<file path="config.mk">
export PLATFORM = sky130hd
export DESIGN_NAME = mem_bus_test_monitor
export DESIGN_NICKNAME = d
export VERILOG_FILES = /design/src/rtl/mist1032sa_test_pkg.sv /design/src/rtl/mem_bus_test_log_fifo.sv /design/src/rtl/mem_bus_test_monitor.sv
export SDC_FILE = /design/constraint.sdc
export NUM_CORES = 1
export LEC_CHECK = 0
export ABC_AREA = 1
export BUFFER_PORTS_ARGS = -buffer_cell sky130_fd_sc_hd__buf_2
export CORE_MARGIN = 2
export CORE_UTILIZATION = 59
export CTS_BUF_LIST = sky130_fd_sc_hd__clkbuf_8
export DETAILED_ROUTE_END_ITERATION = 10
export PLACE_DENSITY_LB_ADDON = 0.2
export SYNTH_ARGS = -nofsm -noshare
export SYNTH_HDL_FRONTEND = slang
export SYNTH_SLANG_ARGS = --single-unit
export TNS_END_PERCENT = 1
</file>
<file path="constraint.sdc">
create_clock -name iCLOCK -period 4.3 [get_ports iCLOCK]
set_input_delay 0.43 -clock iCLOCK [delete_from_list [all_inputs] [get_ports iCLOCK]]
set_output_delay 0.43 -clock iCLOCK [all_outputs]
set_load 0.05 [all_outputs]
</file>
<file path="src/rtl/mist1032sa_test_pkg.sv">
// Shared constants and types for the memory-bus test mailbox monitor.
// Mailbox offsets, bus order code, FSM state type and timeout code.
package mist1032sa_test_pkg;

  localparam logic [31:0] OFS_FLAG   = 32'h00;
  localparam logic [31:0] OFS_FINISH = 32'h04;
  localparam logic [31:0] OFS_LOG    = 32'h08;
  localparam logic [31:0] OFS_TYPE   = 32'h0C;
  localparam logic [31:0] OFS_INDEX  = 32'h10;
  localparam logic [31:0] OFS_RESULT = 32'h14;
  localparam logic [31:0] OFS_EXPECT = 32'h18;
  localparam logic [31:0] WIN_SIZE   = 32'h20;

  localparam logic [1:0] ORDER_WORD = 2'h2;

  localparam logic [31:0] TYPE_TIMEOUT = 32'hFFFF_FFFF;

  typedef enum logic {
    ST_RUN,
    ST_DONE
  } monState_t;

  function automatic logic [31:0] byteSwap(input logic [31:0] d);
    return {d[7:0], d[15:8], d[23:16], d[31:24]};
  endfunction

endpackage

</file>
<file path="src/rtl/mem_bus_test_log_fifo.sv">
// Log FIFO for the test monitor: no bypass, sticky overflow on dropped push.
// Extra pointer bit distinguishes full from empty.
module mem_bus_test_log_fifo #(
  parameter int P_DEPTH = 8
) (
  input  logic        iCLOCK,
  input  logic        iRESET_SYNC,
  input  logic        push,
  input  logic [31:0] pushData,
  input  logic        ready,
  output logic        valid,
  output logic [31:0] data,
  output logic        overflow
);

  localparam int AW = $clog2(P_DEPTH);

  logic [31:0] mem [P_DEPTH];
  logic [AW:0] wrPtr;
  logic [AW:0] rdPtr;
  logic        empty;
  logic        full;
  logic        pop;
  logic        doWr;

  assign empty = (wrPtr == rdPtr);
  assign full  = (wrPtr[AW] != rdPtr[AW]) &&
                 (wrPtr[AW-1:0] == rdPtr[AW-1:0]);
  assign pop   = !empty && ready;
  // A pop in the same cycle frees the slot a full push needs.
  assign doWr  = push && (!full || pop);

  assign valid = !empty;
  assign data  = empty ? 32'h0 : mem[rdPtr[AW-1:0]];

  always_ff @(posedge iCLOCK) begin
    if (iRESET_SYNC) begin
      wrPtr    <= '0;
      rdPtr    <= '0;
      overflow <= 1'b0;
    end else begin
      if (doWr)
        wrPtr <= wrPtr + 1'b1;
      if (pop)
        rdPtr <= rdPtr + 1'b1;
      if (push && !doWr)
        overflow <= 1'b1;
    end
  end

  always_ff @(posedge iCLOCK) begin
    if (doWr && !iRESET_SYNC)
      mem[wrPtr[AW-1:0]] <= pushData;
  end

endmodule

</file>
<file path="src/rtl/mem_bus_test_monitor.sv">
// Passive memory-bus mailbox monitor: verdict, error record, watchdog.
// Log path built only when MIST1032SA_TEST_MONITOR_LOG_EN is defined.
module mem_bus_test_monitor
  import mist1032sa_test_pkg::*;
#(
  parameter logic [31:0] P_BASE_ADDR = 32'h0002_0000,
  parameter int          P_LOG_DEPTH = 8,
  parameter logic [31:0] P_TIMEOUT   = 32'd750000
) (
  input  logic        iCLOCK,
  input  logic        iRESET_SYNC,
  input  logic        iMEMORY_REQ,
  input  logic        iMEMORY_LOCK,
  input  logic [1:0]  iMEMORY_ORDER,
  input  logic        iMEMORY_RW,
  input  logic [31:0] iMEMORY_ADDR,
  input  logic [31:0] iMEMORY_DATA,
  output logic        oDONE,
  output logic        oPASS,
  output logic [31:0] oERR_TYPE,
  output logic [31:0] oERR_INDEX,
  output logic [31:0] oERR_RESULT,
  output logic [31:0] oERR_EXPECT,
  output logic        oLOG_VALID,
  output logic [31:0] oLOG_DATA,
  output logic        oLOG_OVERFLOW,
  input  logic        iLOG_READY
);

`ifdef MIST1032SA_TEST_MONITOR_LOG_EN
  localparam bit LOG_EN = 1'b1;
`else
  localparam bit LOG_EN = 1'b0;
`endif

  monState_t   state;
  logic        flag;
  logic        pass;
  logic [31:0] errType;
  logic [31:0] errIndex;
  logic [31:0] errResult;
  logic [31:0] errExpect;
  logic [31:0] wdog;

  logic        accept;
  logic [31:0] offset;
  logic        inWindow;
  logic        hit;
  logic [31:0] swapped;
  logic        isFlag;
  logic        isFinish;
  logic        isLog;
  logic        isType;
  logic        isIndex;
  logic        isResult;
  logic        isExpect;
  logic        expire;

  assign accept = iMEMORY_REQ && !iMEMORY_LOCK &&
                  (iMEMORY_ORDER == ORDER_WORD) && iMEMORY_RW;

  // Addresses below the base wrap to large offsets and miss the window.
  assign offset   = iMEMORY_ADDR - P_BASE_ADDR;
  assign inWindow = (offset < WIN_SIZE) && (offset[1:0] == 2'b00);

  assign hit = accept && inWindow && (state == ST_RUN) &&
               !iRESET_SYNC && !((offset == OFS_LOG) && !LOG_EN);

  assign swapped  = byteSwap(iMEMORY_DATA);
  assign isFlag   = hit && (offset == OFS_FLAG);
  assign isFinish = hit && (offset == OFS_FINISH);
  assign isLog    = hit && (offset == OFS_LOG);
  assign isType   = hit && (offset == OFS_TYPE);
  assign isIndex  = hit && (offset == OFS_INDEX);
  assign isResult = hit && (offset == OFS_RESULT);
  assign isExpect = hit && (offset == OFS_EXPECT);

  assign expire = (P_TIMEOUT != 32'd0) && !hit &&
                  (wdog == P_TIMEOUT - 32'd1);

  always_ff @(posedge iCLOCK) begin
    if (iRESET_SYNC) begin
      state     <= ST_RUN;
      flag      <= 1'b0;
      pass      <= 1'b0;
      errType   <= 32'h0;
      errIndex  <= 32'h0;
      errResult <= 32'h0;
      errExpect <= 32'h0;
      wdog      <= 32'h0;
    end else if (state == ST_RUN) begin
      wdog <= hit ? 32'h0 : wdog + 32'd1;
      unique case (1'b1)
        isFlag:   flag      <= swapped[0];
        isType:   errType   <= swapped;
        isIndex:  errIndex  <= swapped;
        isResult: errResult <= swapped;
        isExpect: errExpect <= swapped;
        default: ;
      endcase
      if (isFinish) begin
        state <= ST_DONE;
        pass  <= flag;
      end else if (expire) begin
        state   <= ST_DONE;
        pass    <= 1'b0;
        errType <= TYPE_TIMEOUT;
      end
    end
  end

  assign oDONE       = (state == ST_DONE);
  assign oPASS       = pass;
  assign oERR_TYPE   = errType;
  assign oERR_INDEX  = errIndex;
  assign oERR_RESULT = errResult;
  assign oERR_EXPECT = errExpect;

`ifdef MIST1032SA_TEST_MONITOR_LOG_EN
  mem_bus_test_log_fifo #(
    .P_DEPTH(P_LOG_DEPTH)
  ) uLogFifo (
    .iCLOCK     (iCLOCK),
    .iRESET_SYNC(iRESET_SYNC),
    .push       (isLog),
    .pushData   (swapped),
    .ready      (iLOG_READY),
    .valid      (oLOG_VALID),
    .data       (oLOG_DATA),
    .overflow   (oLOG_OVERFLOW)
  );
`else
  assign oLOG_VALID    = 1'b0;
  assign oLOG_DATA     = 32'h0;
  assign oLOG_OVERFLOW = 1'b0;
`endif

endmodule
</file>
==> impl_metrics.csv, run 1 <==
group,metric,value,unit
synthesis,syn_area,8450,um2
global_routing,use_met2,42.7,%
detailed_routing,drtIter0Drc,525,
min_path,hold_path.class,"input pin to flop",
worst_setup_path,cp-end-kind,"flop",
clocking,clk_pin_slew,0.08,ns
clocking,cts_buffers,17,
final_layout,layout.nets,1498,
global_routing,antenna_found_initial,0,
synthesis,synth.yosys.seq_area_share,38.6,%
detailed_routing,drc,0,
sta,fin_setup_tns,0,ns
global_routing,top_usage_layer,"met2",
synthesis,synth_cell_types,46,
power_and_ir_drop,sequentialPowerShare,50.2,%
detailed_routing,firstDrtPassIters,5,
final_layout,diodes,0,
run_status,outcome,"complete, no violations",
worst_setup_path,worstPathArrival,3.12,ns
clocking,worstSkewPairLatency,0.44,ns
synthesis,avgSynthCellArea,6.77,um2
sta,worst_slew_pin_slew,1.02,ns
worst_setup_path,crit_fanout,64,
sta,setup_violations,0,
floorplanning,die_h,124,um
global_routing,met3_usage,6.00,%
sta,hold_violations,0,
detailed_routing,routed_wirelength,19100,um
floorplanning,die_w,124,um
clocking,tritoncts,"built",
clocking,cts-root-buf,"clkbuf_8",
final_layout,syn2layout_area_growth,14.3,%
clocking,cts_hold_buf,0,
final_layout,layout_commonest_cell,"inv_1",
detailed_routing,vias_per_cell,4.67,
floorplanning,num_rows,43,
power_and_ir_drop,total_power,3.01,mW
power_and_ir_drop,pwr-share-comb,7.0,%
placement,dpl.cell_count,1585,
global_routing,grt_pass1_vias,6557,
power_and_ir_drop,intPower,2.31,mW
floorplanning,die_area,15300,um2
global_routing,grt_max_degree,95,
sta,max_freq,359,MHz
worst_setup_path,criticalPathCategory,"flop to flop",
final_layout,drive_gt1_share,20.1,%
clocking,cts-resized-gates,0,
power_and_ir_drop,clkPwrFrac,42.8,%
placement,portBuffers,200,
detailed_routing,drt-wirelength-per-cell,11.8,um
sta,period_share,64.7,%
power_and_ir_drop,peakVddDrop,0.000251,V
worst_setup_path,startpoint_type,"flop",
global_routing,use_met1,30.5,%
sta,maxSlewViolCount,0,
sta,period_needed,2.78,ns
sta,slew_headroom,32.0,%
final_layout,layout.cells.non_filler,1617,
global_routing,track_usage,24.8,%
synthesis,synthCells,1249,
sta,skew,0.0121,ns
power_and_ir_drop,netSwitchingFraction,23.3,%
floorplanning,initial_core_util,60.6,%
synthesis,ys_seq_elements,163,
clocking,htree_num_levels,4,
power_and_ir_drop,p_leak,5.34,nW
final_layout,fill_cells,1249,
power_and_ir_drop,switchingPower,701,uW
run,drv_cap,0,
final_layout,layout_common_cells,"inv_1 (316), nand2_1 (235), buf_2 (200)",
placement,detailed_place_hpwl,13100,um
clocking,post_cts_buffers,0,
detailed_routing,ant_nets,0,
floorplanning,core,13900,um2
power_and_ir_drop,power_density,312,nW/um2
floorplanning,io_pins,236,
global_routing,grt_overflow,0,
placement,place.gp.congestion,0.905,
synthesis,yosysWarnings,0,
global_routing,grt_pass1_wl,30300,um
worst_setup_path,required,4.64,ns
clocking,clk_path_buf_depth,2,
sta,rsz0062_at_grt,"no",
clocking,cts_sinks,163,
detailed_routing,vias,7554,
flip-flops by register name, indices dropped and copies added, names as in the netlist:
| register | count |
|---|---|
| oERR_EXPECT | 32 |
| oERR_INDEX | 32 |
| oERR_RESULT | 32 |
| oERR_TYPE | 32 |
| wdog | 32 |
| flag | 1 |
| oDONE | 1 |
| oPASS | 1 |
final cells by class:
class,instances,area [um2],area share (%)
flip-flops and latches,163,3260,33.8
well taps,180,225,2.33
multi-input cells,723,3500,36.2
inverters,318,1190,12.4
clock buffers,21,289,2.99
repair buffers,201,1010,10.4
clock inverters,11,181,1.88
cells by family (layout without fill, tap and decap cells):
family | Yosys count | after routing | synth area share [%]
adders and majority gates | 2 | 2 | 0.296
buffers and inverters | 396 | 551 | 21.5
and+or+nand+nor | 524 | 524 | 27.1
other | 1 | 34 | 0.0444
DFF | 163 | 163 | 38.6
AOI/OAI and AO/OA | 151 | 151 | 11.2
xor gates and xnor gates | 12 | 12 | 1.24
worst paths after layout:
kind	slack [ns]	start	end	cells past startpoint
min reg2reg	0.46	oPASS	oPASS	2
max	1.52	oDONE	oERR_TYPE[21]	12
min	0.27	iMEMORY_DATA[2]	oERR_EXPECT[26]	3
max reg2reg	1.52	oDONE	oERR_TYPE[21]	12
worst max-delay path, stage by stage (launching register included):
cell      delay, ns
dfxtp_1        0.41
inv_2          0.18
nand2_1        0.07
nor2_1         0.10
nand3_1        0.08
nor2_1         0.10
nand3_1        0.09
nor2_2         0.21
nand4_4        0.77
nand2_1        0.32
o211ai_2       0.11
nand2_1        0.12
inv_1          0.06
synth_stat cells (all sizes together):
master / count / share of area, %
a211oi: 1 / 0.089
a21boi: 1 / 0.089
a21o: 1 / 0.089
a21oi: 9 / 0.53
a31oi: 1 / 0.074
and2: 3 / 0.27
buf: 63 / 6.5
clkbuf: 15 / 0.78
clkinv: 1 / 0.044
conb: 1 / 0.044
dfxtp: 163 / 39
ha: 2 / 0.30
inv: 317 / 14
nand2: 245 / 11
nand3: 40 / 3.0
nand3b: 3 / 0.27
nand4: 17 / 1.5
nor2: 189 / 9.0
nor3: 10 / 0.59
nor3b: 2 / 0.18
nor4: 9 / 0.67
o2111a: 1 / 0.13
o211ai: 32 / 3.8
o21ai: 102 / 6.1
o221ai: 1 / 0.10
o311ai: 1 / 0.10
o31ai: 1 / 0.089
or2: 6 / 0.44
xnor2: 4 / 0.41
xor2: 8 / 0.83
metrics by stage:
step	worst slack [ns]	hold slack, ns	utilization, %	area, um2
after global routing	1.16	0.256	69.3	9660
final	1.52	0.269	69.3	9660
after global placement	1.24	0.449	66.0	9190
after CTS	1.50	0.238	69.3	9660
after floorplan	2.23	0.434	-	8570
after detailed placement	1.19	0.452	66.0	9190
metal layers:
metal,wire length (um),share of wire (%)
met5,0,0
met4,285,1.5
met3,1460,7.6
met2,9030,47
met1,8290,43
power by group through the flow:
stage               Clock, mW  Combinational, mW  Sequential (mW)
finish                   1.29              0.210             1.51
CTS                      1.31              0.209             1.51
global placement            0              0.207             1.55
floorplan                   0              0.168             1.55
detailed placement          0              0.208             1.55
global route             1.39              0.231             1.51
Note: power is estimated with default switching activity, not from simulation.
==> run 2, diff against run 1 <==
--- a/config.mk
+++ b/config.mk
@@ -8,7 +8,7 @@
 export ABC_AREA = 1
 export BUFFER_PORTS_ARGS = -buffer_cell sky130_fd_sc_hd__buf_2
 export CORE_MARGIN = 2
-export CORE_UTILIZATION = 59
+export CORE_UTILIZATION = 54
 export CTS_BUF_LIST = sky130_fd_sc_hd__clkbuf_8
 export DETAILED_ROUTE_END_ITERATION = 10
 export PLACE_DENSITY_LB_ADDON = 0.2
==> constraint.sdc (replaced) <==
create_clock -name iCLOCK -period 2.8 [get_ports iCLOCK]
set_input_delay 0.28 -clock iCLOCK [delete_from_list [all_inputs] [get_ports iCLOCK]]
set_output_delay 0.28 -clock iCLOCK [all_outputs]
set_load 0.05 [all_outputs]
==> impl_metrics.csv, run 2 (synthesized netlist as in run 1, its figures left out) <==
group,metric,value,unit
sta,fin_setup_tns,0,ns
clocking,cts_hold_buf,0,
final_layout,stdcell_area,9670,um2
global_routing,grt_pass1_wl,31100,um
global_routing,antenna_found_initial,1,
detailed_routing,drtIter0Drc,506,
worst_setup_path,crit_fanout,5,
run_status,outcome,"complete, no violations",
clocking,cts_sinks,163,
worst_setup_path,cp-end-kind,"flop",
global_routing,track_usage,23.0,%
clocking,tritoncts,"built",
sta,hold_ws,0.107,ns
sta,skew,0.0171,ns
final_layout,layout_commonest_cell,"inv_1",
worst_setup_path,required,3.18,ns
final_layout,diodes,0,
detailed_routing,drc,0,
global_routing,met3_usage,5.53,%
detailed_routing,vias_per_cell,4.54,
final_layout,fill_cells,1455,
global_routing,use_met2,38.7,%
power_and_ir_drop,p_leak,5.33,nW
global_routing,grt_overflow,0,
min_path,hold_path.class,"input pin to flop",
detailed_routing,ant_nets,0,
placement,portBuffers,200,
detailed_routing,vias,7501,
clocking,cts_buffers,17,
final_layout,regArea,3260,um2
sta,period_share,81.3,%
sta,maxSlewViolCount,0,
clocking,cts-resized-gates,0,
floorplanning,die_area,16700,um2
clocking,worstSkewPairLatency,0.45,ns
clocking,clk_path_buf_depth,2,
worst_setup_path,criticalPathCategory,"flop to flop",
clocking,post_cts_buffers,0,
final_layout,syn2layout_area_growth,14.5,%
sta,max_freq,439,MHz
final_layout,multiInputGateArea,3500,um2
clocking,htree_num_levels,4,
global_routing,grt_pass1_vias,6700,
power_and_ir_drop,power_density,433,nW/um2
detailed_routing,routed_wirelength,19100,um
sta,slew_headroom,51.3,%
sta,setup_violations,0,
floorplanning,num_rows,45,
placement,place_area,9320,um2
power_and_ir_drop,peakVddDrop,0.000347,V
floorplanning,core,15300,um2
clocking,clk_pin_slew,0.10,ns
sta,hold_violations,0,
placement,detailed_place_hpwl,13200,um
final_layout,drive_gt1_share,20.4,%
global_routing,grt_max_degree,109,
sta,rsz0062_at_grt,"no",
worst_setup_path,startpoint_type,"flop",
floorplanning,die_w,129,um
sta,period_needed,2.28,ns
run,drv_cap,0,
floorplanning,initial_core_util,55.4,%
detailed_routing,drt-wirelength-per-cell,11.5,um
global_routing,use_met1,29.5,%
floorplanning,die_h,129,um
sta,worst_slew_pin_slew,0.731,ns
power_and_ir_drop,total_power,4.19,mW
worst_setup_path,worstPathArrival,2.65,ns
final_layout,layout.nets,1504,
clocking,cts-root-buf,"clkbuf_8",
floorplanning,io_pins,236,
final_layout,layout_common_cells,"inv_1 (316), nand2_1 (235), buf_2 (200)",
placement,place.gp.congestion,0.906,
detailed_routing,firstDrtPassIters,5,
global_routing,top_usage_layer,"met2",
-- run 2: cell count changes in the layout (fill, tap and decap cells not counted), moves of 2 or more --
cell / previous run / this run
bufinv_16: 5 / 0
buf_12: 0 / 4
clkinvlp_4: 0 / 3
buf_4: 1 / 3
clkbuf_8: 21 / 19
-- run 2: cell type report --
| type | count | share of cell area, % |
|---|---|---|
| timing repair buffer | 207 | 11.4 |
| multi-input combinational | 723 | 36.2 |
| tap | 211 | 2.73 |
| clock buffer | 19 | 2.70 |
| inverter | 318 | 12.4 |
| clock inverter | 13 | 0.905 |
| sequential | 163 | 33.7 |
-- run 2: where the power goes --
part / internal (mW) / leakage, nW / switching [mW]
Combinational: 0.0835 / 3.83 / 0.242
Clock: 0.658 / 0.182 / 0.882
Sequential: 2.32 / 1.31 / 0.00398
Total: 3.06 / 5.33 / 1.13
-- run 2: critical path, stage by stage, from the launching register on --
cell and delay, ns:
dfxtp_1 0.40, ha_1 0.22, nand2_1 0.06, nor2_1 0.16
nand2_1 0.11, nor2_1 0.17, nand2_1 0.09, nor2_1 0.21
nand2_1 0.14, nor2_1 0.29, nand3_1 0.11, nand2_1 0.08
nand3_1 0.06, a21oi_1 0.11
-- run 2: path summary, 6_finish.rpt --
path                          from  cells past startpoint              to  slack, ns
setup / recovery           wdog[0]                     13        wdog[28]       0.52
hold / removal    iMEMORY_DATA[29]                      3  oERR_EXPECT[5]       0.11
setup reg to reg           wdog[0]                     13        wdog[28]       0.52
hold reg to reg               flag                      2            flag       0.46
-- run 2: through the flow --
stage               cells  utilization [%]  worst slack, ns
floorplan            1282                -            0.751
global placement     1622             61.1            0.369
detailed placement   1622             61.1            0.310
CTS                  1654             63.4            0.534
global route         1654             63.4            0.179
finish               1654             63.4            0.523
-- run 2: layer usage --
metal | vias to the layer above | wire [um] | share of wire (%)
li1 | 4023 | - | -
met1 | 3269 | 8780 | 46
met2 | 177 | 8750 | 46
met3 | 30 | 1180 | 6.2
met4 | 2 | 366 | 1.9
met5 | - | 8 | 0.042
==> run 3, diff against run 2 <==
--- a/config.mk
+++ b/config.mk
@@ -8,7 +8,7 @@
 export ABC_AREA = 1
 export BUFFER_PORTS_ARGS = -buffer_cell sky130_fd_sc_hd__buf_2
 export CORE_MARGIN = 2
-export CORE_UTILIZATION = 54
+export CORE_UTILIZATION = 49
 export CTS_BUF_LIST = sky130_fd_sc_hd__clkbuf_8
 export DETAILED_ROUTE_END_ITERATION = 10
 export PLACE_DENSITY_LB_ADDON = 0.2
==> constraint.sdc (replaced) <==
create_clock -name iCLOCK -period 1.9 [get_ports iCLOCK]
set_input_delay 0.19 -clock iCLOCK [delete_from_list [all_inputs] [get_ports iCLOCK]]
set_output_delay 0.19 -clock iCLOCK [all_outputs]
set_load 0.05 [all_outputs]
==> impl_metrics.csv, run 3 (synthesized netlist as in run 1, its figures left out) <==
group,metric,value,unit
final_layout,syn2layout_area_growth,22.9,%
detailed_routing,ant_nets,0,
placement,portBuffers,200,
detailed_routing,firstDrtPassIters,5,
sta,skew,0.0203,ns
sta,period_needed,1.92,ns
sta,fin_setup_tns,-0.0513,ns
final_layout,layout_commonest_cell,"inv_1",
clocking,tritoncts,"built",
worst_setup_path,slowest_delay,0.37,ns
final_layout,diodes,0,
power_and_ir_drop,p_leak,5.67,nW
global_routing,grt_pass1_vias,6848,
global_routing,grt_overflow,0,
worst_setup_path,cp-end-kind,"flop",
run_status,outcome,"finished with violations",
global_routing,antenna_found_initial,0,
clocking,clk_path_buf_depth,2,
clocking,cts_sinks,163,
worst_setup_path,critPathBufInv,4,
detailed_routing,vias_per_cell,4.54,
worst_setup_path,crit_fanout,16,
floorplanning,die_area,18300,um2
clocking,clk_pin_slew,0.10,ns
placement,place.gp.congestion,0.870,
sta,rsz0062_at_grt,"yes",
clocking,cts_buffers,17,
sta,period_share,101,%
sta,hold_violations,0,
power_and_ir_drop,peakVddDrop,0.000402,V
floorplanning,core,17100,um2
worst_setup_path,path_delay_family,"simple AND/OR/NAND/NOR gates",
clocking,worstSkewPairLatency,0.45,ns
final_layout,drive_gt1_share,24.1,%
worst_setup_path,cp.depth,14,
worst_setup_path,reg2reg_slack,-0.02,ns
floorplanning,die_w,135,um
floorplanning,initial_core_util,49.5,%
run_status,violations,"negative setup slack",
run,drv_cap,0,
worst_setup_path,worstRegToRegCells,14,
worst_setup_path,startpoint_type,"flop",
min_path,hp-start,"iMEMORY_DATA[9]",
floorplanning,num_rows,48,
sta,setup_violations,6,
worst_setup_path,crit_start,"oDONE",
worst_setup_path,timing.rr.end,"oERR_TYPE[4]",
worst_setup_path,required,2.26,ns
placement,detailed_place_hpwl,14700,um
sta,setup_slack,-0.0212,ns
final_layout,multiInputGateArea,3570,um2
final_layout,fill_cells,1659,
sta,max_freq,521,MHz
power_and_ir_drop,power_density,629,nW/um2
final_layout,regArea,3270,um2
worst_setup_path,criticalPathCategory,"flop to flop",
detailed_routing,drtIter0Drc,490,
detailed_routing,drc,0,
worst_setup_path,r2r_start,"oDONE",
final_layout,utilization,60.9,%
detailed_routing,routed_wirelength,21200,um
final_layout,stdcell_area,10400,um2
clocking,cts-root-buf,"clkbuf_8",
sta,maxSlewViolCount,0,
global_routing,grt_max_degree,75,
clocking,htree_num_levels,4,
detailed_routing,vias,7792,
final_layout,layout_common_cells,"inv_1 (314), nand2_1 (230), buf_2 (200)",
floorplanning,die_h,135,um
global_routing,grt_pass1_wl,32300,um
detailed_routing,drt-wirelength-per-cell,12.3,um
global_routing,track_usage,21.7,%
final_layout,layout.nets,1552,
worst_setup_path,cp-endpoint,"oERR_TYPE[4]",
min_path,hold_path.class,"input pin to flop",
worst_setup_path,cp_cell_sequence,"inv_4 -> nand2_2 -> nor2_1 -> nand3_1 -> nor2_1 -> nand3_1 -> nor2_4 -> nand4_4 -> buf_12 -> buf_6 -> nand2_1 -> o211ai_2 -> nand2_1 -> inv_1",
worst_setup_path,cp_slowest_cell,"dfxtp_4",
worst_setup_path,worstPathArrival,2.28,ns
sta,hold_ws,0.0194,ns
placement,place_area,9750,um2
floorplanning,io_pins,236,
-- run 3: through the flow --
step                std cells  setup WS (ns)  power [mW]
floorplan                1282        0.00823        3.88
global placement         1675         -0.223        4.02
detailed placement       1675         -0.251        4.03
CTS                      1708        0.00278        6.59
global route             1716         -0.137        6.77
finish                   1716        -0.0212        6.53
-- run 3: layout make-up --
cell class	count	area share, %
clock buffer	18	2.39
clock inverter	14	1.49
inverter	318	11.5
multi-input combinational	723	34.4
sequential	163	31.5
tap	225	2.71
timing repair buffer	255	16.0
-- run 3: worst min-delay path by stage --
| stage | to | slack (ns) | cells past startpoint |
|---|---|---|---|
| 3_5_place_dp | oPASS | 0.45 | 2 |
| 4_1_cts | oERR_RESULT[17] | 0.002 | 3 |
| 2_1_floorplan | oERR_EXPECT[0] | 0.34 | 2 |
| 3_3_place_gp | oPASS | 0.45 | 2 |
| 5_1_grt | oERR_INDEX[19] | 0.02 | 3 |
| 6_report | oERR_EXPECT[17] | 0.02 | 3 |
-- run 3: per-layer routing --
layer  part of all wire [%]  global-route usage (%)  vias up
met5                      0                       0        -
met4                    1.3                    6.13        0
met3                    4.6                    4.00       20
met2                     48                    37.2      157
met1                     46                    28.0     3489
li1                       -                       -     4126
-- run 3: timing repair --
item | 4_1_cts | 5_1_grt
hold buffers | 1 | 0
gates resized for setup | 6 | 18
setup endpoints to repair | 29 | 61
pin swaps | 0 | 7
setup buffers | 0 | 2
hold endpoints to repair | 1 | 0
gates cloned | 0 | 6
-- run 3: worst reg2reg max path, stage by stage (launching register included) --
cell and delay [ns]:
dfxtp_4 0.37, inv_4 0.08, nand2_2 0.04, nor2_1 0.08, nand3_1 0.08, nor2_1 0.09, nand3_1 0.13, nor2_4 0.21
nand4_4 0.14, buf_12 0.18, buf_6 0.18, nand2_1 0.09, o211ai_2 0.07, nand2_1 0.06, inv_1 0.03
-- run 3: power by group --
part | internal (mW) | switching, mW | leakage (nW)
Combinational | 0.155 | 0.378 | 4.16
Clock | 1.22 | 1.35 | 0.193
Sequential | 3.42 | 0.00602 | 1.31
Total | 4.79 | 1.74 | 5.67
